**config.mk**
```make
export PLATFORM = sky130hd
export DESIGN_NAME = dmem_arbiter
export DESIGN_NICKNAME = d
export VERILOG_FILES = /design/src/rtl/dmem_arbiter.sv
export SDC_FILE = /design/constraint.sdc
export NUM_CORES = 1
export LEC_CHECK = 0
export BUFFER_PORTS_ARGS = -buffer_cell sky130_fd_sc_hd__buf_2
export CAP_MARGIN = 25
export CORE_AREA = 5 5 112 114
export DETAILED_ROUTE_END_ITERATION = 6
export DIE_AREA = 0 0 117 119
export SYNTH_ARGS = -nofsm -noshare
export SYNTH_HDL_FRONTEND = slang
export SYNTH_SLANG_ARGS = --single-unit
```
**constraint.sdc**
```tcl
create_clock -name clk_i -period 2.5 [get_ports clk_i]
set_input_delay 0.5 -clock clk_i [delete_from_list [all_inputs] [get_ports clk_i]]
set_output_delay 0.5 -clock clk_i [all_outputs]
set_load 0.1 [all_outputs]
```
**src/rtl/dmem_arbiter.sv**
```systemverilog
// Shares the single-port data RAM between the core MEM stage and one secondary master (core-first, starvation-bounded, lockable bursts).
// Latency 0: reads return in the grant cycle; backpressure via cpu_stall_o to the core and dma_gnt_o to the secondary master.
module dmem_arbiter #(
    parameter int ADDR_W    = 32,
    parameter int DATA_W    = 32,
    parameter int MAX_WAIT  = 4,
    parameter int BURST_MAX = 8
) (
    input  logic              clk_i,
    input  logic              rst_ni,
    input  logic              cpu_req_i,
    input  logic              cpu_we_i,
    input  logic [ADDR_W-1:0] cpu_addr_i,
    input  logic [DATA_W-1:0] cpu_wdata_i,
    output logic [DATA_W-1:0] cpu_rdata_o,
    output logic              cpu_stall_o,
    input  logic              dma_req_i,
    input  logic              dma_we_i,
    input  logic [ADDR_W-1:0] dma_addr_i,
    input  logic [DATA_W-1:0] dma_wdata_i,
    input  logic              dma_last_i,
    output logic              dma_gnt_o,
    output logic [DATA_W-1:0] dma_rdata_o,
    output logic              dma_rvalid_o,
    output logic [ADDR_W-1:0] ram_addr_o,
    output logic [DATA_W-1:0] ram_wdata_o,
    output logic              ram_we_o,
    input  logic [DATA_W-1:0] ram_rdata_i
);
    localparam logic [0:0] ST_ARB  = 1'b0;
    localparam logic [0:0] ST_LOCK = 1'b1;

    localparam logic [3:0] MAX_WAIT_C  = 4'(MAX_WAIT);
    localparam logic [3:0] BEAT_LAST_C = 4'(BURST_MAX - 1);
    localparam logic       SINGLE_BEAT = (BURST_MAX == 1);

    logic [0:0] state_q, state_d;
    logic [3:0] wait_cnt_q, wait_cnt_d;
    logic [3:0] beat_cnt_q, beat_cnt_d;
    logic       dma_own, core_own, gnt, stall;

    always_comb begin
        state_d    = state_q;
        wait_cnt_d = wait_cnt_q;
        beat_cnt_d = beat_cnt_q;
        dma_own    = 1'b0;
        core_own   = 1'b0;
        gnt        = 1'b0;
        stall      = 1'b0;
        if (state_q == ST_LOCK) begin
            dma_own = 1'b1;
            gnt     = dma_req_i;
            stall   = cpu_req_i;
            // Dropping the request releases the lock without consuming a beat.
            if (!dma_req_i || dma_last_i || (beat_cnt_q == BEAT_LAST_C)) begin
                state_d    = ST_ARB;
                wait_cnt_d = 4'd0;
                beat_cnt_d = 4'd0;
            end else begin
                beat_cnt_d = beat_cnt_q + 4'd1;
            end
        end else if (dma_req_i && (!cpu_req_i || (wait_cnt_q == MAX_WAIT_C))) begin
            dma_own    = 1'b1;
            gnt        = 1'b1;
            stall      = cpu_req_i;
            wait_cnt_d = 4'd0;
            beat_cnt_d = 4'd1;
            state_d    = (dma_last_i || SINGLE_BEAT) ? ST_ARB : ST_LOCK;
        end else if (cpu_req_i) begin
            core_own   = 1'b1;
            // Cannot pass MAX_WAIT: at MAX_WAIT the branch above wins instead.
            wait_cnt_d = dma_req_i ? (wait_cnt_q + 4'd1) : 4'd0;
        end else begin
            wait_cnt_d = 4'd0;
        end
    end

    always_ff @(posedge clk_i or negedge rst_ni) begin
        if (!rst_ni) begin
            state_q    <= ST_ARB;
            wait_cnt_q <= 4'd0;
            beat_cnt_q <= 4'd0;
        end else begin
            state_q    <= state_d;
            wait_cnt_q <= wait_cnt_d;
            beat_cnt_q <= beat_cnt_d;
        end
    end

    // Handshakes are gated by reset so an in-flight write dies the instant reset falls.
    assign cpu_stall_o  = rst_ni & stall;
    assign dma_gnt_o    = rst_ni & gnt;
    assign dma_rvalid_o = rst_ni & gnt & ~dma_we_i;
    assign ram_we_o     = rst_ni & (dma_own ? (dma_we_i & gnt) : (core_own & cpu_we_i));
    assign ram_addr_o   = dma_own ? dma_addr_i  : cpu_addr_i;
    assign ram_wdata_o  = dma_own ? dma_wdata_i : cpu_wdata_i;
    assign cpu_rdata_o  = ram_rdata_i;
    assign dma_rdata_o  = ram_rdata_i;

endmodule
```
==> Word level (Yosys, flattened, before mapping) <==
Cells that the tools add are included.
{ "totals": {"wordCells": 45, "input_bits": 167, "ff_bits": 9, "output_inout_bits": 132} }
{ "classes": {"bitwise": 7, "addsub": 2, "mux": 23, "n_reduce_logical": 7, "n_eq_ne": 3} }
{ "op_table": {"columns": ["op", "n"], "rows": [
  ["32-bit 2-to-1 mux", 2],
  ["4-bit 2-to-1 mux", 8],
  ["1-bit 2-to-1 mux", 13],
  ["4-bit by 1-bit adder with 4-bit output, second input constant", 2],
  ["4-bit by 3-bit equality test with 1-bit output, second input constant", 2],
  ["1-bit AND", 6],
  ["1-bit logical OR", 3],
  ["1-bit zero test", 2],
  ["2-bit by 1-bit inequality test with 1-bit output, second input constant", 1],
  ["2-bit nonzero test", 1],
  ["1-bit logical AND", 1],
  ["1-bit inverter", 1]
]} }

==> Depth between registers and ports, before layout <==
{ "depth": {"depth_word": 8, "ltp_mapped": 7, "mapped_depth_nobuf": 5} }

==> Worst setup path after synthesis <==
OpenSTA, ideal clock, no wires.
{ "synth_timing": {"path_kind": "reg2out", "startpoint": "reg wait_cnt_q[0]", "endpoint": "out dma_rvalid_o", "path_slack_ps": -1026, "t_arrival_ps": 3026, "required_time_ps": 2000, "stages_incl_launch_ff": 6, "path_cell_list": "dfrtp_1 inv_1 ha_1 nand3b_4 a21bo_2 nor3_1"} }
{ "synth_between": {"elab_chain_len": 7} }
{ "synth_rtl": {"columns": ["element", "line_no", "text"], "rows": [
  ["start, declared", "38", "logic [3:0] wait_cnt_q, wait_cnt_d;"],
  ["start signal, assigned", "85", "wait_cnt_q <= wait_cnt_d;"],
  ["4-bit by 3-bit equality test with 1-bit output", "62", "end else if (dma_req_i && (!cpu_req_i || (wait_cnt_q == MAX_WAIT_C))) begin"],
  ["1-bit logical OR", "62", null],
  ["1-bit logical AND", "62", null],
  ["1-bit 2-to-1 mux", "62", null],
  ["1-bit 2-to-1 mux", "50", "if (state_q == ST_LOCK) begin"],
  ["1-bit AND (2 in a row)", "93", "assign dma_rvalid_o = rst_ni & gnt & ~dma_we_i;"],
  ["end, declared", "24", "output logic dma_rvalid_o,"]
]} }
Every way passes these cells.

==> Final worst setup path <==
{ "layout_timing": {"startpoint": "reg wait_cnt_q[1]", "endpoint": "out ram_wdata_o[25]"} }
{ "layout_between": {"elab_chain_len": 6} }
{ "layout_rtl": {"columns": ["element", "line_no", "text"], "rows": [
  ["4-bit by 3-bit equality test with 1-bit output", "62", null],
  ["1-bit logical OR", "62", null],
  ["1-bit logical AND", "62", null],
  ["1-bit 2-to-1 mux", "62", null],
  ["1-bit 2-to-1 mux", "50", null],
  ["32-bit 2-to-1 mux", "96", "assign ram_wdata_o = dma_own ? dma_wdata_i : cpu_wdata_i;"],
  ["end, declared", "26", "output logic [DATA_W-1:0] ram_wdata_o,"]
]} }
Every way passes these cells.

==> qor.yml <==
core.rowCount: 39
clk_pin_slew_worst_paths_ns: 0.04
antenna_cells: 0
syn_nets: 367
tightest_slew_ns: 0.486
crit_end: "ram_wdata_o[25]"
nets: 519
synth_area_leader_cell: "mux2_2"
tns_ns: -0.226
drtIter0Drc: 72
grt_max_degree: 24
r2r_cells: 6
synth.area.top_cells: "mux2_2 (29%), buf_4 (28%), dfrtp_1 (12%)"
ant_nets: 0
reg2reg_to: "state_q$_DFF_PN0_"
vias: 2031
ios: 299
seq_area_frac_synth_pct: 12.2
grt_first_pass_wirelength_um: 12800
crit_arrival_ns: 2.01
die_height_um: 119
synth_top_cell_area_share_pct: 29.2
final.min_clock_period_ns: 2.51
seq_area_um2: 225
crit_fanout: 6
cts.path.max_buffers: 2
drc_errors: 0
antenna_found_initial: 0
worstSetupPathType: "flip-flop to primary output"
crit_start: "wait_cnt_q[1]$_DFFE_PN0P_"
syn2layout_area_growth_pct: 107
grt_usage_pct: 11.6
setup-violations-final: 27
mostFrequentLayoutCell: "buf_2"
cts_sinks: 9
min_path_type: "input pin to async pin"
start_kind: "flip-flop"
first_pass_iters: 4
post_drt_via_cell_ratio: 4.14
fmax_ghz: 0.398
ys_warn_count: 0
worst-endpoint-required_ns: 2.00
die_area_um2: 13900
hpwl_um: 6690
cts_buffers: 3
slew_violations: 0
gp_congestion: 0.887
final_cell_mix: "buf_2 (135), buf_12 (46), mux2_4 (41)"
violations: "setup timing"
synth_cell_types: 29
place_worst_setup_slack_ns: 0.00991
portBuffers: 202
grt.overflow.total: 0
avgSynthCellArea_um2: 9.38
first_global_vias: 2273
die_w_um: 117
final_layout_size_suffix_gt1_share_pct: 85.6
setup_ws_ns: -0.0147
fin_crit_sh_pct: 101
routedWlPerCell_um: 19.0
placed_cells: 472
clkLatencyLatePin_ns: 0.24
netlist_instances: 197
ys_ff_latch: 9
rrSetupSlack_ns: 1.06
p_per_area_nw_per_um2: 532
slew_headroom_pct: 67.8
finalWirelength_um: 9310
ir_worst_vdd_uv: 362
fin_area_um2: 3830
rsz0062_at_grt: "yes"
place_area_um2: 2580
total_leakage_power_nw: 1.92
cts_tree: "done"
multiInputGateArea_um2: 1220
run_status: "finished with violations"
maxCapViolCount: 0
root_buffer: "clkbuf_16"
hold_viol_final: 0
cts_max_level: 1
clock_skew_ns: 0.000798
end_kind: "primary output"
stdcell_count: 491
worstReg2RegStart: "wait_cnt_q[1]$_DFFE_PN0P_"
hold_slack_ns: 0.0951
start_util_pct: 16.3
netlist_area_um2: 1850
core_um2: 11300
fillers: 1145
-- logic make-up after synthesis --
logic type	after synthesis	synth area share (%)
buffers and inverters	81	31.5
muxes	64	39.0
and+or+nand+nor	25	9.34
AOI/OAI and AO/OA	15	5.96
DFF	9	12.2
adders and majority gates	3	2.03
-- cell type report --
type | instances | area share [%]
clock buffer | 4 | 2.06
inverter | 8 | 0.784
multi-input combinational | 107 | 31.9
sequential | 9 | 5.88
tap | 143 | 4.67
timing repair buffer | 220 | 54.7
-- worst min-delay path by stage --
stage               startpoint                        end  slack [ns]  depth (start not counted)
global route            rst_ni  beat_cnt_q[3]$_DFFE_PN0N_        0.10                          1
floorplan               rst_ni  beat_cnt_q[0]$_DFFE_PN0N_        0.20                          0
CTS                     rst_ni  beat_cnt_q[2]$_DFFE_PN0N_        0.10                          1
global placement        rst_ni  beat_cnt_q[2]$_DFFE_PN0N_        0.35                          1
finish                  rst_ni  beat_cnt_q[2]$_DFFE_PN0N_         0.1                          1
detailed placement      rst_ni  beat_cnt_q[2]$_DFFE_PN0N_        0.35                          1
-- per-layer routing --
layer,up-vias,track usage (%),part of all wire (%)
met1,944,13.1,37
li1,929,-,-
met2,149,21.6,54
met4,0,1.79,1.1
met3,9,3.40,8.3
met5,-,0,0
-- flip-flops by register name, summed over array words and instances, names as in the netlist --
register    cells
wait_cnt_q      4
state_q         1
beat_cnt_q      4
-- Yosys cell counts --
| master | instances |
|---|---|
| a211oi_1 | 1 |
| a21bo_2 | 1 |
| a21boi_0 | 1 |
| a21oi_1 | 2 |
| a21oi_4 | 1 |
| a31oi_1 | 1 |
| and3_1 | 2 |
| and3b_1 | 3 |
| buf_4 | 68 |
| buf_6 | 3 |
| clkbuf_1 | 2 |
| dfrtp_1 | 9 |
| ha_1 | 3 |
| inv_1 | 8 |
| mux2_1 | 16 |
| mux2_2 | 48 |
| nand2_1 | 2 |
| nand3_1 | 7 |
| nand3b_1 | 4 |
| nand3b_4 | 1 |
| nand4_1 | 1 |
| nand4b_1 | 1 |
| nor2_1 | 2 |
| nor2b_4 | 1 |
| nor3_1 | 1 |
| o211ai_1 | 3 |
| o21ai_0 | 3 |
| o22ai_1 | 1 |
| o31a_1 | 1 |
-- report_power, final --
group	switching [mW]	internal [mW]	leakage, nW
clock network	0.0819	0.214	0.0382
registers	0.00930	0.154	0.120
logic	0.984	0.592	1.76
-- worst max-delay path: stages, from the launching register on --
cell      delay (ns)
dfrtp_1         0.38
inv_2           0.08
ha_4            0.14
nand3b_4        0.09
a21oi_4         0.18
buf_6           0.15
buf_12          0.12
buf_16          0.12
mux2_4          0.32
buf_12          0.17
-- metrics by stage --
step                total power [mW]  utilization, %
floorplan                       1.56               -
global placement                1.31            22.8
detailed placement              1.32            22.8
CTS                             1.91            30.5
global route                    2.10            33.8
finish                          2.03            33.8
-- repair_timing --
action | CTS | global route
gates cloned | 3 | 3
resized for setup | 206 | 74
setup endpoints to repair | 64 | 65
hold buffers | 0 | 0
buffers inserted | 8 | 1
pin swaps | 2 | 1
(Power assumes the default switching activity.)
